[config.mk]
export PLATFORM = sky130hd
export DESIGN_NAME = cpu_lsu
export DESIGN_NICKNAME = d
export VERILOG_FILES = /design/src/rtl/cpu_lsu.sv
export SDC_FILE = /design/constraint.sdc
export NUM_CORES = 1
export LEC_CHECK = 0
export BUFFER_PORTS_ARGS = -buffer_cell sky130_fd_sc_hd__buf_4
export CAP_MARGIN = 20
export CORE_ASPECT_RATIO = 0.6
export CORE_MARGIN = 8
export CORE_UTILIZATION = 50
export DETAILED_ROUTE_END_ITERATION = 8
export PLACE_DENSITY = 0.86
export SLEW_MARGIN = 20
export SYNTH_ARGS = -nofsm -noshare
export SYNTH_HDL_FRONTEND = slang
export SYNTH_SLANG_ARGS = --single-unit
[constraint.sdc]
create_clock -name sys_clk -period 2.58 [get_ports sys_clk]
set_clock_uncertainty 0.2 [all_clocks]
set_input_delay 0 -clock sys_clk [delete_from_list [all_inputs] [get_ports sys_clk]]
set_output_delay 0 -clock sys_clk [all_outputs]
set_load 0.1 [all_outputs]
[src/rtl/cpu_lsu.sv]
// cpu_lsu: load/store unit that runs one REG_W-wide core access as REG_W/BUS_W stb/ack bus beats.
// Defining CPU_LSU_TIMEOUT_EN adds a per-beat ack timeout that aborts the access with resp_err.
module cpu_lsu #(
  parameter int BUS_W       = 16,
  parameter int REG_W       = 32,
  parameter int ADDR_W      = 16,
  parameter int TIMEOUT_CYC = 255
) (
  input  logic              sys_clk,
  input  logic              sys_rst,
  input  logic              req_valid,
  output logic              req_ready,
  input  logic              req_we,
  input  logic [ADDR_W-1:0] req_addr,
  input  logic [REG_W-1:0]  req_wdata,
  output logic              resp_valid,
  output logic [REG_W-1:0]  resp_rdata,
  output logic              resp_err,
  output logic [ADDR_W-1:0] data_addr_o,
  output logic [BUS_W-1:0]  data_data_o,
  input  logic [BUS_W-1:0]  data_data_i,
  output logic              data_stb_o,
  output logic              data_we_o,
  input  logic              data_ack_i
);

  localparam int BEATS  = REG_W / BUS_W;
  localparam int BEAT_W = (BEATS > 1) ? $clog2(BEATS) : 1;
  localparam logic [BEAT_W-1:0] LAST_BEAT = BEAT_W'(BEATS - 1);

  typedef enum logic [1:0] {
    IDLE,
    BUS,
    DONE
  } state_t;

  state_t             state, state_next;
  logic [BEAT_W-1:0]  beat, beat_next;
  logic [REG_W-1:0]   wdata_sh, wdata_sh_next;
  logic [ADDR_W-1:0]  addr_next;
  logic [BUS_W-1:0]   dout_next;
  logic               stb_next, we_next;
  logic [REG_W-1:0]   rdata_next;
  logic               resp_valid_next, resp_err_next;
  logic               timeout_hit;

`ifdef CPU_LSU_TIMEOUT_EN
  localparam int TO_W = $clog2(TIMEOUT_CYC + 1);
  logic [TO_W-1:0] to_cnt;

  // Counts cycles of the outstanding beat; any ack restarts it for the next beat.
  always_ff @(posedge sys_clk or negedge sys_rst) begin
    if (!sys_rst)
      to_cnt <= '0;
    else if (state != BUS || data_ack_i)
      to_cnt <= '0;
    else
      to_cnt <= to_cnt + TO_W'(1);
  end

  assign timeout_hit = (state == BUS) && !data_ack_i && (to_cnt == TO_W'(TIMEOUT_CYC - 1));
`else
  logic unused_timeout_cfg;
  assign unused_timeout_cfg = (TIMEOUT_CYC != 0);
  assign timeout_hit = 1'b0;
`endif

  assign req_ready = (state == IDLE);

  always_comb begin
    state_next      = state;
    beat_next       = beat;
    wdata_sh_next   = wdata_sh;
    addr_next       = data_addr_o;
    dout_next       = data_data_o;
    stb_next        = data_stb_o;
    we_next         = data_we_o;
    rdata_next      = resp_rdata;
    resp_err_next   = 1'b0;

    unique case (state)
      IDLE: begin
        if (req_valid) begin
          state_next    = BUS;
          beat_next     = '0;
          wdata_sh_next = req_wdata;
          addr_next     = req_addr;
          dout_next     = req_wdata[BUS_W-1:0];
          stb_next      = 1'b1;
          we_next       = req_we;
        end
      end
      BUS: begin
        if (data_ack_i) begin
          if (!data_we_o) begin
            for (int b = 0; b < BEATS; b++)
              if (beat == BEAT_W'(b))
                rdata_next[b*BUS_W +: BUS_W] = data_data_i;
          end
          if (beat == LAST_BEAT) begin
            stb_next   = 1'b0;
            we_next    = 1'b0;
            state_next = DONE;
          end else begin
            // Store data is kept pre-shifted so the next slice is always the low bits.
            beat_next     = beat + BEAT_W'(1);
            addr_next     = data_addr_o + ADDR_W'(1);
            wdata_sh_next = wdata_sh >> BUS_W;
            dout_next     = wdata_sh_next[BUS_W-1:0];
          end
        end else if (timeout_hit) begin
          if (!data_we_o) begin
            for (int b = 0; b < BEATS; b++)
              if (BEAT_W'(b) >= beat)
                rdata_next[b*BUS_W +: BUS_W] = '0;
          end
          stb_next      = 1'b0;
          we_next       = 1'b0;
          state_next    = DONE;
          resp_err_next = 1'b1;
        end
      end
      DONE: state_next = IDLE;
      default: state_next = IDLE;
    endcase

    resp_valid_next = (state_next == DONE);
  end

  always_ff @(posedge sys_clk or negedge sys_rst) begin
    if (!sys_rst) begin
      state       <= IDLE;
      beat        <= '0;
      wdata_sh    <= '0;
      data_addr_o <= '0;
      data_data_o <= '0;
      data_stb_o  <= 1'b0;
      data_we_o   <= 1'b0;
      resp_rdata  <= '0;
      resp_valid  <= 1'b0;
      resp_err    <= 1'b0;
    end else begin
      state       <= state_next;
      beat        <= beat_next;
      wdata_sh    <= wdata_sh_next;
      data_addr_o <= addr_next;
      data_data_o <= dout_next;
      data_stb_o  <= stb_next;
      data_we_o   <= we_next;
      resp_rdata  <= rdata_next;
      resp_valid  <= resp_valid_next;
      resp_err    <= resp_err_next;
    end
  end

endmodule
==> results.txt <==
----------------------------------------------------
[Timing]
  Timing-limited maximum frequency ... 404 MHz
  Final period util ... 0.960
  Tightest slew margin relative to the limit ... 0.345
  Final number of hold-violating endpoints ... 0
  Post-Route Setup TNS ... 0 ns
  Unrepaired setup endpoints after global routing ... false
  Transition at the pin with the smallest max-transition slack ... 0.983 ns
  Total setup violations reported at the end of the flow ... 0
  Number of max-slew violations in the final report ... 0
  Min Clock Period, post-route ... 2.48 ns

[Synth]
  Syn Nets ... 423
  Syn Inst Count ... 353
  Avg Inst Size Synth ... 11.1 µm²
  Synth Cell Area ... 0.00393 mm²
  Yosys reg bits ... 86
  Total number of yosys warnings ... 0
  Proportion of synthesized flip-flops having asynchronous set or reset ... 1.00
  Post-synthesis sequential area ratio ... 0.548
  Predominant post-synthesis flop cell ... sky130_fd_sc_hd__dfrtp_1
  Count of cell types in the netlist ... 44
  Post-synth EDFFs ... 0

[Setup path]
  Data required time of the worst path ... 2.62 ns
  Maximum fanout along the worst path ... 25
  Critical path arrival ... 2.52 ns
  Slowest-stage cell, CP ... sky130_fd_sc_hd__o31ai_4
  Setup crit end kind ... register
  Critical path start-end classification ... reg2reg
  Largest stage delay on the critical path ... 0.81 ns
  R2R Setup Slk ... 0.10 ns
  Critical Path, Cell by Cell ... nand2_1 > o31ai_4 > buf_4 > nor2_1 > a31oi_1
  Depth of the worst register-to-register path ... 5
  Startpoint class of the critical path ... register

[Detailed routing]
  Routed length on met2 ... 6.05 mm
  Via count ... 3595
  WL met3 ... 1.14 mm
  Wire length on met1 ... 4.84 mm
  Routed wire length per instance ... 18.9 µm
  Number of DRC markers after the initial detailed-route iteration ... 344
  DRT antenna net count ... 0
  Number of optimization iterations in the first detailed-route pass ... 5
  Max Used Layer ... met4
  Average via count per standard cell ... 5.53
  Drt drc ... 0
  Total detailed-routing wirelength ... 12.3 mm

[Floorplan]
  Die Height ... 84.7 µm
  Standard cell core area ... 0.00776 mm²
  Die outline area ... 0.0110 mm²
  Standard-cell row count ... 25
  Ports placed on the boundary ... 138
  Initial core utilization ... 0.506
  Horiz. Die Dim ... 130 µm

[CTS]
  CTS buffer count ... 9
  Clock latency reported for the late side of the worst-skew pair ... 0.33 ns
  CTS Sinks ... 86
  Clock transition time at the flip-flop clock pins of the worst setup and hold paths ... 0.06 ns
  Clock tree from TritonCTS ... yes
  Max Root-Sink Buffers ... 2
  PostCTS Resize Cnt ... 0
  H-tree depth ... 3
  CTS root buf ... sky130_fd_sc_hd__clkbuf_16
  Number of buffers inserted by post-CTS setup repair ... 0

[Global routing]
  Antenna violations before repair ... 0
  Combined global-route utilization of all metal layers ... 0.224
  Pin count of the biggest net entering global routing ... 87
  Number of global-route vias before repair ... 3603
  Global route total overflow ... 0
  Wire length of the first global-routing pass ... 19.3 mm

[Cells and area]
  Proportion of layout cells with a drive suffix above 1 ... 0.369
  Fin area ... 0.00591 mm²
  Fill cell count ... 507
  Most common cell after layout, fill and taps aside ... sky130_fd_sc_hd__buf_4
  Inserted Diodes ... 0
  Layout Utilization ... 0.762
  Area added between synthesis and finish ... 50.5%
  Net count of the finished layout ... 607
  Commonest cells after routing, fill and taps aside ... sky130_fd_sc_hd__buf_4 (144), sky130_fd_sc_hd__dfrtp_1 (86), sky130_fd_sc_hd__dlygate4sd3_1 (68)

[Place]
  Half-perimeter wire length of the detailed placement result ... 7.86 mm
  Cell area reported after detailed placement ... 0.00494 mm²
  Final GP Congestion ... 0.878
  Number of buffers inserted by port buffering ... 136

[Run status]
  Status ... finished, final reports clean

[Hold path]
  Kind of path behind the tightest hold check ... in2async

[Run]
  Max-cap check violation count ... 0

----------------------------------------------------
-- final timing paths --
path	endpoint	startpoint
worst max-delay path	wdata_sh[13]	state[0]
worst min-delay path	resp_rdata[18]	sys_rst
worst max register to register	wdata_sh[13]	state[0]
worst min register to register	data_stb_o	data_stb_o
max in group asynchronous	wdata_sh[26]	sys_rst
min in group sys_clk	wdata_sh[20]	req_wdata[20]
-- per-stage QoR --
stage               worst slack [ns]  cells  hold slack [ns]
floorplan                      0.133    353           -0.496
global placement               0.304    566           -0.135
detailed placement             0.195    566           -0.132
CTS                            0.186    650           0.0629
global route                  0.0222    650            0.105
finish                         0.103    650           0.0337
-- per-layer routing --
| layer | global-route usage | up-vias |
|---|---|---|
| li1 | - | 1628 |
| met1 | 0.265 | 1762 |
| met2 | 0.375 | 182 |
| met3 | 0.0778 | 23 |
| met4 | 0.0705 | 0 |
| met5 | 0 | - |
-- flip-flops by register name, summed over array words and instances (netlist names) --
register     cells
beat             1
data_addr_o     16
data_stb_o       1
data_we_o        1
resp_rdata      32
resp_valid       1
state            2
wdata_sh        32
-- critical path, delay by kind of cell, from the launching register on --
kind | cells | cell delay, ns
AND/OR/NAND/NOR | 2 | 0.25
AO/OA/AOI/OAI | 2 | 1.00
buffers and inverters | 1 | 0.37
flip-flops | 1 | 0.57
-- synth_stat cells, types with 2 or more instances --
cell	instances	area [µm²]
sky130_fd_sc_hd__nand4_1	6	37.5
sky130_fd_sc_hd__a22o_1	17	149
sky130_fd_sc_hd__inv_1	3	11.3
sky130_fd_sc_hd__and4_1	5	43.8
sky130_fd_sc_hd__o22a_1	7	61.3
sky130_fd_sc_hd__and2_1	3	18.8
sky130_fd_sc_hd__nand2_1	46	173
sky130_fd_sc_hd__nand3_1	4	20.0
sky130_fd_sc_hd__o21ai_0	5	25.0
sky130_fd_sc_hd__and3_1	4	25.0
sky130_fd_sc_hd__a21oi_1	12	60.1
sky130_fd_sc_hd__mux2_2	22	248
sky130_fd_sc_hd__buf_4	17	128
sky130_fd_sc_hd__o32a_1	2	20.0
sky130_fd_sc_hd__dfrtp_1	86	2150
sky130_fd_sc_hd__o22ai_1	2	12.5
sky130_fd_sc_hd__buf_6	3	33.8
sky130_fd_sc_hd__mux2_4	10	150
sky130_fd_sc_hd__buf_2	5	25.0
sky130_fd_sc_hd__clkbuf_1	14	52.6
sky130_fd_sc_hd__a31oi_1	22	138
sky130_fd_sc_hd__a311oi_1	3	26.3
sky130_fd_sc_hd__a211oi_1	3	22.5
sky130_fd_sc_hd__nor2_1	32	120
-- cells by family (layout without fill, tap and decap cells) --
family / Yosys count / count (layout) / share of synthesized area
buf+inv: 43 / 232 / 0.0675
compound gates: 80 / 80 / 0.146
mux: 33 / 33 / 0.104
flops: 86 / 86 / 0.548
fa+ha+maj: 1 / 1 / 0.00318
simple gates: 109 / 109 / 0.131
other cells: 1 / 1 / 0.000954
-- what timing repair did --
item / CTS / global route
setup endpoints to repair: 0 / 0
endpoints found under the hold margin: 172 / 0
hold buffers: 68 / 0
-- cell type report --
cell class              count  area (µm²)  share of cell area
multi-input cells         224        1540               0.261
repair buffers            213        1780               0.301
clock buffers              13         270              0.0457
flip-flops and latches     86        2150               0.364
inverters                   3        11.3             0.00190
well taps                 108         135              0.0229
clock inverters             3        17.5             0.00296
Power is not shown: default switching activity piles up to over one toggle a cycle in this logic, so the estimate is an artifact.
